**src/rtl/uart_pkt_rx.sv**
```systemverilog
// 8N1 UART receiver with a sync-header packet framer: forwards PKT_BYTES payload
// bytes as strobes into the byte-to-word FIFO and checks a trailing additive checksum.
//
// Bit FSM:
//   state    | meaning
//   R_IDLE   | line idle, waiting for a low level on rxs
//   R_START  | timing to start-bit centre, rejects glitches
//   R_DATA   | sampling 8 data bits LSB first at bit centres
//   R_STOP   | sampling stop bit, emits byte strobe or framing error
// Packet FSM:
//   state     | meaning
//   P_SYNC0   | hunting for first header byte (pkt_en gates the start)
//   P_SYNC1   | first header byte seen, expecting second
//   P_PAYLOAD | forwarding payload bytes and accumulating the sum
//   P_CSUM    | waiting for the checksum byte

module uart_pkt_rx #(
  parameter int          CLK_FREQ  = 50_000_000,
  parameter int          BAUD      = 115200,
  parameter int          PKT_BYTES = 512,
  parameter logic [7:0]  SYNC0     = 8'h55,
  parameter logic [7:0]  SYNC1     = 8'hAA
) (
  input  logic       src_clk,
  input  logic       rst_n,
  input  logic       uart_rxd,
  input  logic       pkt_en,
  output logic [7:0] byte_out,
  output logic       byte_out_valid,
  output logic       pkt_done,
  output logic       pkt_err,
  output logic       frame_err,
  output logic       busy
);

  localparam int          BAUD_DIV = CLK_FREQ / BAUD;
  localparam int          HALF_DIV = BAUD_DIV / 2;
  localparam logic [15:0] BAUD_TC  = 16'(BAUD_DIV - 1);
  localparam logic [15:0] HALF_TC  = 16'(HALF_DIV - 1);
  localparam logic [15:0] PKT_LAST = 16'(PKT_BYTES - 1);

  typedef enum logic [1:0] {R_IDLE, R_START, R_DATA, R_STOP} rstate_t;
  typedef enum logic [1:0] {P_SYNC0, P_SYNC1, P_PAYLOAD, P_CSUM} pstate_t;

  logic        sync1_q, rxs_q;
  rstate_t     rstate_q, rstate_d;
  logic [15:0] baud_cnt_q, baud_cnt_d;
  logic [2:0]  bit_idx_q, bit_idx_d;
  logic [7:0]  shift_q, shift_d;
  logic        rx_strobe_q, rx_strobe_d;
  logic        frame_err_q, frame_err_d;

  pstate_t     pstate_q, pstate_d;
  logic [15:0] byte_cnt_q, byte_cnt_d;
  logic [7:0]  sum_q, sum_d;
  logic [7:0]  byte_out_q, byte_out_d;
  logic        valid_q, valid_d;
  logic        done_q, done_d;
  logic        perr_q, perr_d;
  logic        busy_w;

  always_ff @(posedge src_clk or negedge rst_n) begin
    if (!rst_n) begin
      sync1_q <= 1'b1;
      rxs_q   <= 1'b1;
    end else begin
      sync1_q <= uart_rxd;
      rxs_q   <= sync1_q;
    end
  end

  always_comb begin
    rstate_d    = rstate_q;
    baud_cnt_d  = baud_cnt_q + 16'd1;
    bit_idx_d   = bit_idx_q;
    shift_d     = shift_q;
    rx_strobe_d = 1'b0;
    frame_err_d = 1'b0;
    case (rstate_q)
      R_IDLE: begin
        baud_cnt_d = '0;
        if (!rxs_q) rstate_d = R_START;
      end
      R_START: begin
        if (baud_cnt_q == HALF_TC) begin
          baud_cnt_d = '0;
          bit_idx_d  = '0;
          rstate_d   = rxs_q ? R_IDLE : R_DATA;
        end
      end
      R_DATA: begin
        if (baud_cnt_q == BAUD_TC) begin
          baud_cnt_d = '0;
          shift_d    = {rxs_q, shift_q[7:1]};
          bit_idx_d  = bit_idx_q + 3'd1;
          if (bit_idx_q == 3'd7) rstate_d = R_STOP;
        end
      end
      R_STOP: begin
        // Return to idle at stop-bit centre so a back-to-back start edge is caught.
        if (baud_cnt_q == BAUD_TC) begin
          baud_cnt_d = '0;
          rstate_d   = R_IDLE;
          if (rxs_q) rx_strobe_d = 1'b1;
          else       frame_err_d = 1'b1;
        end
      end
      default: rstate_d = R_IDLE;
    endcase
  end

  always_ff @(posedge src_clk or negedge rst_n) begin
    if (!rst_n) begin
      rstate_q    <= R_IDLE;
      baud_cnt_q  <= '0;
      bit_idx_q   <= '0;
      shift_q     <= '0;
      rx_strobe_q <= 1'b0;
      frame_err_q <= 1'b0;
    end else begin
      rstate_q    <= rstate_d;
      baud_cnt_q  <= baud_cnt_d;
      bit_idx_q   <= bit_idx_d;
      shift_q     <= shift_d;
      rx_strobe_q <= rx_strobe_d;
      frame_err_q <= frame_err_d;
    end
  end

  assign busy_w = (pstate_q == P_PAYLOAD) || (pstate_q == P_CSUM);

  always_comb begin
    pstate_d   = pstate_q;
    byte_cnt_d = byte_cnt_q;
    sum_d      = sum_q;
    byte_out_d = byte_out_q;
    valid_d    = 1'b0;
    done_d     = 1'b0;
    perr_d     = 1'b0;
    // Abort acts on the un-registered framing error so pkt_err lines up with frame_err.
    if (frame_err_d && busy_w) begin
      perr_d   = 1'b1;
      pstate_d = P_SYNC0;
    end else if (rx_strobe_q) begin
      case (pstate_q)
        P_SYNC0: begin
          if (shift_q == SYNC0 && pkt_en) pstate_d = P_SYNC1;
        end
        P_SYNC1: begin
          if (shift_q == SYNC1) begin
            pstate_d   = P_PAYLOAD;
            byte_cnt_d = '0;
            sum_d      = '0;
          end else if (shift_q != SYNC0) begin
            pstate_d = P_SYNC0;
          end
        end
        P_PAYLOAD: begin
          byte_out_d = shift_q;
          valid_d    = 1'b1;
          sum_d      = sum_q + shift_q;
          byte_cnt_d = byte_cnt_q + 16'd1;
          if (byte_cnt_q == PKT_LAST) pstate_d = P_CSUM;
        end
        P_CSUM: begin
          if (shift_q == sum_q) done_d = 1'b1;
          else                  perr_d = 1'b1;
          pstate_d = P_SYNC0;
        end
        default: pstate_d = P_SYNC0;
      endcase
    end
  end

  always_ff @(posedge src_clk or negedge rst_n) begin
    if (!rst_n) begin
      pstate_q   <= P_SYNC0;
      byte_cnt_q <= '0;
      sum_q      <= '0;
      byte_out_q <= '0;
      valid_q    <= 1'b0;
      done_q     <= 1'b0;
      perr_q     <= 1'b0;
    end else begin
      pstate_q   <= pstate_d;
      byte_cnt_q <= byte_cnt_d;
      sum_q      <= sum_d;
      byte_out_q <= byte_out_d;
      valid_q    <= valid_d;
      done_q     <= done_d;
      perr_q     <= perr_d;
    end
  end

  assign byte_out       = byte_out_q;
  assign byte_out_valid = valid_q;
  assign pkt_done       = done_q;
  assign pkt_err        = perr_q;
  assign frame_err      = frame_err_q;
  assign busy           = busy_w;

endmodule

```
**config.mk**
```make
export PLATFORM = sky130hd
export DESIGN_NAME = uart_pkt_rx
export DESIGN_NICKNAME = d
export VERILOG_FILES = /design/src/rtl/uart_pkt_rx.sv
export SDC_FILE = /design/constraint.sdc
export NUM_CORES = 1
export LEC_CHECK = 0
export ABC_AREA = 1
export BUFFER_PORTS_ARGS = -buffer_cell sky130_fd_sc_hd__buf_2
export CORE_MARGIN = 2
export CORE_UTILIZATION = 55
export DETAILED_ROUTE_END_ITERATION = 6
export PLACE_DENSITY_LB_ADDON = 0.12
export RECOVER_POWER = 25
export SYNTH_ARGS = -nofsm -noshare
export SYNTH_HDL_FRONTEND = slang
export SYNTH_SLANG_ARGS = --single-unit
```
**constraint.sdc**
```tcl
create_clock -name src_clk -period 2.4 [get_ports src_clk]
set_input_delay 0.48 -clock src_clk [delete_from_list [all_inputs] [get_ports src_clk]]
set_output_delay 0.48 -clock src_clk [all_outputs]
set_load 0.02 [all_outputs]
```
# After elaboration in Yosys (flattened, before gate mapping)
# Index checks and enable logic that the tools add are counted.
dict set report op_classes {
  n_addsub 4
  n_eq_ne 23
  n_mux 41
  bitwise 1
  reduce_logical 15
}
# op n
set ops {}
lappend ops {{$mux 16} 3}
lappend ops {{$pmux 16 s3} 1}
lappend ops {{$add 16x1->16 const B} 2}
lappend ops {{$eq 16x9->1 const B} 2}
lappend ops {{$pmux 16 s2} 1}
lappend ops {{$mux 2} 12}
lappend ops {{$mux 1} 17}
lappend ops {{$eq 16x8->1 const B} 1}
lappend ops {{$pmux 2 s4} 2}
lappend ops {{$pmux 8 s2} 1}
lappend ops {{$ne 2x2->1 const B} 6}
lappend ops {{$add 8x8->8} 1}
lappend ops {{$eq 2x2->1 const B} 4}
lappend ops {{$eq 8x7->1 const B} 1}
lappend ops {{$eq 8x8->1} 1}
lappend ops {{$eq 8x8->1 const B} 1}
lappend ops {{$mux 8} 1}
lappend ops {{$ne 8x7->1 const B} 1}
lappend ops {{$reduce_and 4->1} 2}
lappend ops {{$mux 3} 2}
lappend ops {{$pmux 3 s2} 1}
lappend ops {{$reduce_and 3->1} 2}
lappend ops {{$reduce_bool 2->1} 3}
lappend ops {{$reduce_and 5->1} 1}
lappend ops {{12 further kinds} 15}
dict set report totals {
  register_bits 70
  input_bits 4
  output_inout_bits 13
}

# Depth between registers and ports, before layout
# Gate-level depths: netlist of run 1.
dict set report depth {
  ltp_word 6
  mapped_depth 11
  ltp_nobuf 11
}

# Least setup slack after synthesis of run 1
# Ideal clock, no wire load.
dict set report synth_path {
  path_kind {register to register}
  startpoint {reg pstate_q[0]}
  endpoint {reg byte_cnt_q[12]}
  setup_time_ns 0.121
  t_arrival_ns 1.681
  required_ns 2.279
  setup_slack_ns 0.598
  path_stages_with_launch 12
  path_cell_list {dfrtp_1 > inv_1 > ha_1 > buf_2 > nor2_1 > inv_1 > nand4_4 > nand4_2 > buf_6 > buf_6 > nand2_1 > o21ai_1}
}
dict set report synth_between {
  elab_chain_len 5
}
# element line_no
set synth_rtl {}
lappend synth_rtl {{from (decl)} 53} ;# pstate_t pstate_q, pstate_d;
lappend synth_rtl {{from (signal assigned)} 185} ;# pstate_q <= pstate_d;
lappend synth_rtl {{$eq 2x2->1} 130} ;# assign busy_w = (pstate_q == P_PAYLOAD) || (pstate_q == P_CSUM);
lappend synth_rtl {{$logic_or 1x1->1 (*)} 130}
lappend synth_rtl {{named net busy} 33} ;# output logic busy
lappend synth_rtl {{$logic_and 1x1->1 (*)} 141} ;# if (frame_err_d && busy_w) begin
lappend synth_rtl {{$not 1->1 (no line) (*)} n/a}
lappend synth_rtl {{$reduce_and 4->1 (no line) (*)} n/a}
lappend synth_rtl {{to (signal assigned)} 186} ;# byte_cnt_q <= byte_cnt_d;
lappend synth_rtl {{to (decl)} 54} ;# logic [15:0] byte_cnt_q, byte_cnt_d;
# Mark *: on every way through the listed nets, which the timed path passes. The rest lies on a longest branch.
# A chain may end at the register's enable or synchronous reset.

# Final worst setup path of run 1
dict set report layout_path {
  startpoint {reg pstate_q[0]}
  endpoint {out busy}
}
dict set report layout_between {
  elab_chain_len 2
}
# element line_no
set layout_rtl {}
lappend layout_rtl {{$eq 2x2->1} 130}
lappend layout_rtl {{$logic_or 1x1->1 (*)} 130}
lappend layout_rtl {{to (decl)} 33}
# Mark *: on every way between the ends. The rest lies on a longest branch, timed or not.

==> impl_summary.log, run 1 <==
[metrics] largest driver fanout on the critical path: 6
[metrics] clock latency on the worst-skew pair: 360 ps
[metrics] share of the synthesized netlist area taken by xor and xnor gates: 0.0128
[metrics] nature of the critical path startpoint: flip-flop
[metrics] y dimension of the die: 90.5 um
[metrics] leading cell type in the layout, fill and taps excluded: sky130_fd_sc_hd__nand2_1
[metrics] leftover overflow at the end of global routing: 0
[metrics] critical path cell sequence: inv_1 -> ha_1 -> nor2_1 -> inv_1 -> buf_2
[metrics] fin cells: 659
[metrics] highest routed metal layer: met4
[metrics] die area: 8190 sq um
[metrics] cell at the root of the clock tree: sky130_fd_sc_hd__clkbuf_8
[metrics] adder-cell share of the synthesized area: 0.0596
[metrics] synthesized-area fraction occupied by ao, oa, aoi and oai cells: 0.0830
[metrics] count of routing violations after the opening detailed-route iteration: 138
[metrics] classification of the worst setup path: reg -> out
[metrics] mean cell area of the mapped netlist: 7.65 sq um
[metrics] Fill cells: 646
[metrics] vias in the first global route: 3317
[metrics] I/O pin count: 17
[metrics] crit end category: primary output
[metrics] Achievable Freq: 509 MHz
[metrics] post-route minimum period: 1960 ps
[metrics] core box area: 7250 sq um
[metrics] data required time at the worst endpoint: 1920 ps
[metrics] post-synthesis net count: 561
[metrics] vias per cell: 5.27
[metrics] Yosys warning count: 0
[metrics] Worst-path clk slew: 80 ps
[metrics] number of buffers inserted by post-CTS setup repair: 0
[metrics] routed wl met2: 4000 um
[metrics] final count of pins violating max slew: 71
[metrics] count of hold-fix buffers inserted at cts: 0
[metrics] GRT Overall Usage: 0.226
[metrics] final-layout setup total negative slack: 0 ps
[metrics] Inserted Clock Buffers: 9
[metrics] failing checks: max-capacitance violations, max-slew violations
[metrics] outcome: complete, but fails checks
[metrics] minimum setup slack among reg-to-reg paths: 560 ps
[metrics] final design utilization: 0.614
[metrics] top-area cell type share of the netlist area: 0.414
[metrics] Leakage Power: 0.00211 uW
[metrics] Yosys top cell by area: sky130_fd_sc_hd__dfrtp_1
[metrics] largest stage delay on the critical path: 430 ps
[metrics] initial cell density of the core: 0.567
[metrics] total detailed-routing wirelength: 8450 um
[metrics] dominant synthesized flop cell: sky130_fd_sc_hd__dfrtp_1
[metrics] EDFF count, synth: 0
[metrics] via count: 3470
[metrics] cell repeated most along the worst path: sky130_fd_sc_hd__inv_1
[metrics] Post-Syn Instances: 538
[metrics] Routed met3 length: 266 um
[metrics] number of violations of the max-capacitance limit: 1
[metrics] fraction of layout cells with a size suffix above 1: 0.127
[metrics] cell row count: 31
[metrics] global-route wire length before repair: 15100 um
[metrics] maximum number of pins on one net before global-route repair: 71
[metrics] top library cells by usage in the layout, fill and taps aside: sky130_fd_sc_hd__nand2_1, sky130_fd_sc_hd__dfrtp_1, sky130_fd_sc_hd__inv_1
[metrics] Crit-path slowest cell: sky130_fd_sc_hd__dfrtp_1
[metrics] endpoints failing hold: 0
[metrics] number of nets with antenna violations after routing: 0
[metrics] sequential area share after synthesis: 0.426
[metrics] maximum clock insertion buffer count: 2
[metrics] initial antenna violation count: 0
[metrics] multiplexer share of the synthesized area: 0
[metrics] arrival time at the worst endpoint: 1480 ps
[metrics] post-route clock period utilization: 0.818
[metrics] RSZ-0062 raised after global routing: no
[metrics] post-synthesis register bit count: 70
[metrics] placed instance count: 643
[metrics] clk sink count: 70
[metrics] DIE WIDTH: 90.5 um
[metrics] largest cells by area after synthesis: sky130_fd_sc_hd__dfrtp_1, sky130_fd_sc_hd__nand2_1, sky130_fd_sc_hd__nand3_1
[metrics] number of design rule violations left after detail routing: 0
[metrics] global placer's final weighted congestion: 0.891
[metrics] count of different cell masters after synthesis: 35
[metrics] post-CTS resize count: 0
[metrics] worst slew margin relative to its limit: -0.158
[metrics] Final #Nets: 578
[metrics] placed wire-length estimate: 6080 um
[metrics] worst hold-check path type: in -> reg
[metrics] Cell Pwr Density: 491 nW/um^2
[metrics] number of diodes: 0
[metrics] worst slew pin tran: 1740 ps
[metrics] clock tree from TritonCTS: built
[metrics] layout-stage area growth over the synthesis result: 8.27%
[metrics] length of the first detailed-routing pass in iterations: 5
[metrics] IO buf count: 16
[metrics] Post-Route Skew: 17.5 ps
[metrics] endpoints failing setup: 0
[metrics] Peak supply drop: 0.373 mV
[metrics] # H-tree levels: 3
[metrics] mapped cell area: 4110 sq um
[metrics] area fraction in and, or, nand and nor cells after synthesis: 0.346
[metrics] met1 wire length: 4080 um
[metrics] combinational family with the most area after synthesis: simple AND/OR/NAND/NOR gates
[metrics] ys async rst share: 1.00
[metrics] routed len/inst: 12.8 um
==> final cells by class <==
type / count / area (sq um) / share of cell area
clock inverters: 7 / 77.6 / 0.0174
clock buffers: 9 / 124 / 0.0278
flip-flops and latches: 70 / 1750 / 0.394
well taps: 99 / 124 / 0.0278
repair buffers: 19 / 100 / 0.0225
inverters: 56 / 210 / 0.0472
multi-input cells: 399 / 2060 / 0.463
==> cell families (layout without fill, tap and decap cells) <==
family                     Yosys count  count (layout)
adders and majority gates           19              19
AOI/OAI and AO/OA                   67              67
and+or+nand+nor                    307             307
xor gates and xnor gates             6               6
buffers and inverters               69              91
DFF                                 70              70
==> flip-flops by register name (all words and copies together) (netlist names), 2 cells and up, named ones only <==
| signal | count |
|---|---|
| byte_cnt_q | 16 |
| bit_idx_q | 3 |
| shift_q | 8 |
| sum_q | 8 |
| baud_cnt_q | 16 |
| pstate_q | 2 |
| byte_out | 8 |
==> worst max-delay path, delay by kind of cell, from the launching register on <==
kind,cells,cell delay [ps]
fa+ha+maj,1,220
flops,1,430
simple gates,1,100
buf+inv,3,390
==> final timing paths <==
| path | startpoint | endpoint | cells after the start |
|---|---|---|---|
| min in group asynchronous | rst_n | baud_cnt_q[4]$_DFF_PN0_ | 2 |
| max in group asynchronous | rst_n | shift_q[4]$_DFFE_PN0P_ | 2 |
| min | uart_rxd | sync1_q$_DFF_PN1_ | 1 |
| max | pstate_q[0]$_DFFE_PN0P_ | busy | 5 |
| min reg2reg | sync1_q$_DFF_PN1_ | rxs_q$_DFF_PN1_ | 0 |
| max reg2reg | pstate_q[0]$_DFFE_PN0P_ | byte_cnt_q[10]$_DFFE_PN0P_ | 8 |
==> synthesized netlist by cell type, types with 3 or more instances <==
cell type,count
sky130_fd_sc_hd__clkbuf_1,3
sky130_fd_sc_hd__o21ai_0,29
sky130_fd_sc_hd__o21ai_1,24
sky130_fd_sc_hd__nand2_2,3
sky130_fd_sc_hd__buf_2,5
sky130_fd_sc_hd__ha_1,18
sky130_fd_sc_hd__nand4_1,16
sky130_fd_sc_hd__nor3_1,10
sky130_fd_sc_hd__nand2_1,146
sky130_fd_sc_hd__or2_2,11
sky130_fd_sc_hd__a21oi_1,11
sky130_fd_sc_hd__nand3_1,48
sky130_fd_sc_hd__nor2_1,49
sky130_fd_sc_hd__dfrtp_1,68
sky130_fd_sc_hd__xor2_1,6
sky130_fd_sc_hd__nor2_2,10
sky130_fd_sc_hd__inv_1,54
sky130_fd_sc_hd__nor3b_1,3
sky130_fd_sc_hd__buf_6,3
==> per-layer routing <==
metal / vias to the layer above / global-route usage
li1: 1783 / -
met3: 11 / 0.0326
met1: 1619 / 0.308
met4: 0 / 0.0692
met5: - / 0
met2: 57 / 0.374
==> per-stage QoR <==
step           power, uW  cell area, sq um  worst slack (ps)  hold WS [ps]
2_1_floorplan       1210              4110               598           184
3_3_place_gp        1240              4270               619           346
3_5_place_dp        1240              4270               567           347
4_1_cts             2220              4470               434           153
5_1_grt             2270              4450               318           198
6_report            2190              4450               436           216
==> power by group <==
part	internal [uW]	switching, uW	total (uW)	leakage (uW)
registers	1180	1.09	1180	0.000957
clock network	491	488	978	0.000101
logic	2.32	24.1	26.4	0.00105
total	1670	513	2190	0.00211
(Power assumes the default switching activity.)
==> inputs of run 2 (changes only) <==
--- a/config.mk
+++ b/config.mk
@@ -5,7 +5,7 @@
 export SDC_FILE = /design/constraint.sdc
 export NUM_CORES = 1
 export LEC_CHECK = 0
-export ABC_AREA = 1
+export ABC_AREA = 0
 export BUFFER_PORTS_ARGS = -buffer_cell sky130_fd_sc_hd__buf_2
 export CORE_MARGIN = 2
 export CORE_UTILIZATION = 55
==> constraint.sdc (replaced) <==
create_clock -name src_clk -period 1.75 [get_ports src_clk]
set_input_delay 0.35 -clock src_clk [delete_from_list [all_inputs] [get_ports src_clk]]
set_output_delay 0.35 -clock src_clk [all_outputs]
set_load 0.02 [all_outputs]
==> impl_summary.log, run 2 <==
[metrics] worst slew margin relative to its limit: 0.329 (+0.488)
[metrics] initial antenna violation count: 0 (unchanged)
[metrics] core box area: 6760 sq um (-6.8%)
[metrics] EDFF count, synth: 0 (unchanged)
[metrics] Cell Pwr Density: 487 nW/um^2 (-0.88%)
[metrics] maximum clock insertion buffer count: 2 (unchanged)
[metrics] nature of the critical path startpoint: flip-flop
[metrics] Post-Route Skew: 9.41 ps (-8.09 ps)
[metrics] maximum number of pins on one net before global-route repair: 71 (unchanged)
[metrics] top-area cell type share of the netlist area: 0.444 (+0.0302)
[metrics] largest cells by area after synthesis: sky130_fd_sc_hd__dfrtp_1, sky130_fd_sc_hd__ha_1, sky130_fd_sc_hd__mux2_2
[metrics] post-route clock period utilization: 1.27
[metrics] die area: 7650 sq um (-6.5%)
[metrics] clk sink count: 70 (unchanged)
[metrics] Top Family by Delay on Critical Path: simple AND/OR/NAND/NOR gates
[metrics] number of violations of the max-capacitance limit: 0 (-1)
[metrics] layout-stage area growth over the synthesis result: 53.5%
[metrics] Post-Syn Instances: 375 (-30%)
[metrics] launch point of the worst reg-to-reg path: baud_cnt_q[1]$_DFF_PN0_
[metrics] Leakage Power: 0.00259 uW (+23%)
[metrics] clock tree from TritonCTS: built
[metrics] largest driver fanout on the critical path: 4 (-2)
[metrics] initial cell density of the core: 0.567 (about the same)
[metrics] y dimension of the die: 87.5 um (-3.3%)
[metrics] placed wire-length estimate: 6270 um (+3.0%)
[metrics] endpoint of the worst hold path: sync1_q$_DFF_PN1_
[metrics] Yosys top cell by area: sky130_fd_sc_hd__dfrtp_1
[metrics] failing checks: negative setup slack
[metrics] endpoints failing setup: 67 (+67)
[metrics] Yosys warning count: 0 (unchanged)
[metrics] critical path cell sequence: inv_2 -> ha_4 -> nand4b_1 -> nor4b_4 -> buf_4 -> a2111oi_2 -> mux2_2 -> a221o_1
[metrics] Final #Nets: 530 (-8.3%)
[metrics] count of routing violations after the opening detailed-route iteration: 379 (+170%)
[metrics] placed instance count: 551 (-14%)
[metrics] routed len/inst: 23.1 um (+80%)
[metrics] largest registers: baud_cnt_q: 16 flops, byte_cnt_q: 16 flops
[metrics] final count of pins violating max slew: 0 (-100%)
[metrics] total detailed-routing wirelength: 13600 um (+62%)
[metrics] count leader, synth: sky130_fd_sc_hd__dfrtp_1
[metrics] final-layout setup total negative slack: -18240 ps (-18240 ps)
[metrics] RSZ-0062 raised after global routing: yes
[metrics] top library cells by usage in the layout, fill and taps aside: sky130_fd_sc_hd__buf_4, sky130_fd_sc_hd__dfrtp_1, sky130_fd_sc_hd__nor2_1
[metrics] fin cells: 592 (-10%)
[metrics] GR Layer Usage met2: 0.537 (+0.163)
[metrics] length of the first detailed-routing pass in iterations: 5 (unchanged)
[metrics] post-synthesis register bit count: 70 (unchanged)
[metrics] largest stage delay on the critical path: 390 ps (-40 ps)
[metrics] vias per cell: 6.39 (+21%)
[metrics] Peak supply drop: 0.446 mV (+20%)
[metrics] via count: 3783 (+9.0%)
[metrics] classification of the worst setup path: reg -> reg
[metrics] count of hold-fix buffers inserted at cts: 0 (unchanged)
[metrics] cell row count: 30 (-3.2%)
[metrics] final design utilization: 0.871 (+0.257)
[metrics] mean cell area of the mapped netlist: 10.2 sq um (+34%)
[metrics] IO buf count: 16 (unchanged)
[metrics] cell at the root of the clock tree: sky130_fd_sc_hd__clkbuf_8
[metrics] number of design rule violations left after detail routing: 0 (unchanged)
[metrics] clock latency on the worst-skew pair: 350 ps (about the same)
[metrics] global placer's final weighted congestion: 0.866 (-2.9%)
[metrics] mapped cell area: 3830 sq um (-6.8%)
[metrics] Inserted Clock Buffers: 9 (unchanged)
[metrics] DIE WIDTH: 87.5 um (-3.3%)
[metrics] top post-synthesis cells by count: sky130_fd_sc_hd__dfrtp_1, sky130_fd_sc_hd__nor2_1, sky130_fd_sc_hd__nand2_1
[metrics] post-route minimum period: 2220 ps
[metrics] number of buffer and inverter instances along the worst setup path: 2 (-1)
[metrics] outcome: complete, but fails checks
[metrics] number of nets with antenna violations after routing: 0 (unchanged)
[metrics] vias in the first global route: 3796 (+14%)
[metrics] minimum setup slack among reg-to-reg paths: -470 ps (-1030 ps)
[metrics] Achievable Freq: 451 MHz
[metrics] data required time at the worst endpoint: 1980 ps (+60 ps)
[metrics] dominant synthesized flop cell: sky130_fd_sc_hd__dfrtp_1
[metrics] endpoints failing hold: 0 (unchanged)
[metrics] ys async rst share: 1.00 (unchanged)
[metrics] arrival time at the worst endpoint: 2450 ps (+970 ps)
[metrics] count of different cell masters after synthesis: 59 (+69%)
[metrics] number of diodes: 0 (unchanged)
[metrics] sequential area share after synthesis: 0.458 (+0.0312)
[metrics] final setup margin: -468 ps (-904 ps)
[metrics] Crit-path slowest cell: sky130_fd_sc_hd__dfrtp_1
[metrics] global-route wire length before repair: 18300 um (+21%)
[metrics] worst r2r path cells: 8 (unchanged)
[metrics] leftover overflow at the end of global routing: 0 (unchanged)
[metrics] worst slew pin tran: 1010 ps (-731 ps)
[metrics] Worst-path clk slew: 80 ps (about the same)
[metrics] met3 track utilization from global routing: 0.0654 (+0.0328)
[metrics] Hold Crit Depth: 1 (unchanged)
[metrics] HP Start: uart_rxd
[metrics] GRT Overall Usage: 0.315 (+0.0899)
[metrics] post-synthesis net count: 398 (-29%)
[metrics] worst hold-check path type: in -> reg
[metrics] GRT met1 Usage: 0.385 (+0.0772)
[metrics] endpoint of the worst register-to-register path: sum_q[7]$_DFFE_PN0P_
[metrics] global route hottest layer: met2
[metrics] crit end category: flip-flop
[metrics] leading cell type in the layout, fill and taps excluded: sky130_fd_sc_hd__buf_4
[metrics] I/O pin count: 17 (unchanged)
[metrics] # H-tree levels: 3 (unchanged)
[metrics] fraction of layout cells with a size suffix above 1: 0.494 (+0.367)
run 2: cell type report:
class	instances	area, sq um
Timing Repair Buffer	134	1190
Sequential cell	70	1760
Clock inverter	4	22.5
Multi-Input combinational cell	276	2610
Tap cell	80	100
Inverter	16	60.1
Clock buffer	12	145
Fill cell	297	873
run 2: logic make-up after synthesis:
family,count (synthesis),synth area share
buf+inv,29,0.0398
xor+xnor,19,0.0434
compound gates,82,0.147
simple gates,135,0.188
fa+ha+maj,19,0.0640
flops,70,0.458
mux,21,0.0607
run 2: worst reg2reg max path: cells and delay by family, from the launching register on:
| family | cells | cell delay (ps) |
|---|---|---|
| adders and majority gates | 1 | 130 |
| AOI/OAI and AO/OA | 2 | 390 |
| muxes | 1 | 280 |
| and+or+nand+nor | 2 | 610 |
| buffers and inverters | 2 | 300 |
| DFF | 1 | 390 |
run 2: power breakdown:
group	switching (uW)	internal [uW]	leakage [uW]
clock	647	548	0.0000861
sequential	1.17	1620	0.000948
combinational	39.2	8.43	0.00155
run 2: worst max-delay path by stage:
stage | from | endpoint | slack (ps) | depth (start not counted)
finish | baud_cnt_q[1]$_DFF_PN0_ | sum_q[7]$_DFFE_PN0P_ | -470 | 8
global route | baud_cnt_q[1]$_DFF_PN0_ | sum_q[7]$_DFFE_PN0P_ | -510 | 8
CTS | sum_q[1]$_DFFE_PN0P_ | sum_q[7]$_DFFE_PN0P_ | -280 | 6
detailed placement | sum_q[1]$_DFFE_PN0P_ | sum_q[7]$_DFFE_PN0P_ | -410 | 6
global placement | sum_q[1]$_DFFE_PN0P_ | sum_q[7]$_DFFE_PN0P_ | -330 | 6
floorplan | sum_q[1]$_DFFE_PN0P_ | sum_q[7]$_DFFE_PN0P_ | -280 | 6
run 2: per-layer routing:
metal,share of wire,vias to the layer above
met5,0,-
met4,0.055,0
met3,0.055,59
met2,0.50,177
met1,0.39,1905
li1,-,1642
run 2: through the flow:
stage / cell area, sq um / worst slack, ps / hold slack [ps] / power [uW]
6_report: 5880 / -468 / 89.1 / 2860
2_1_floorplan: 3940 / -282 / 54.4 / 1660
5_1_grt: 5880 / -506 / 84.4 / 2930
3_5_place_dp: 4760 / -410 / 354 / 1700
4_1_cts: 5540 / -275 / 24.6 / 2860
3_3_place_gp: 4760 / -326 / 345 / 1700
run 2: timing repair:
| action | CTS | global route |
|---|---|---|
| gates cloned | 3 | 0 |
| pin swaps | 31 | 27 |
| setup endpoints to repair | 66 | 67 |
| resized for setup | 107 | 61 |
| setup buffers | 16 | 14 |
| hold endpoints to repair | 0 | 0 |
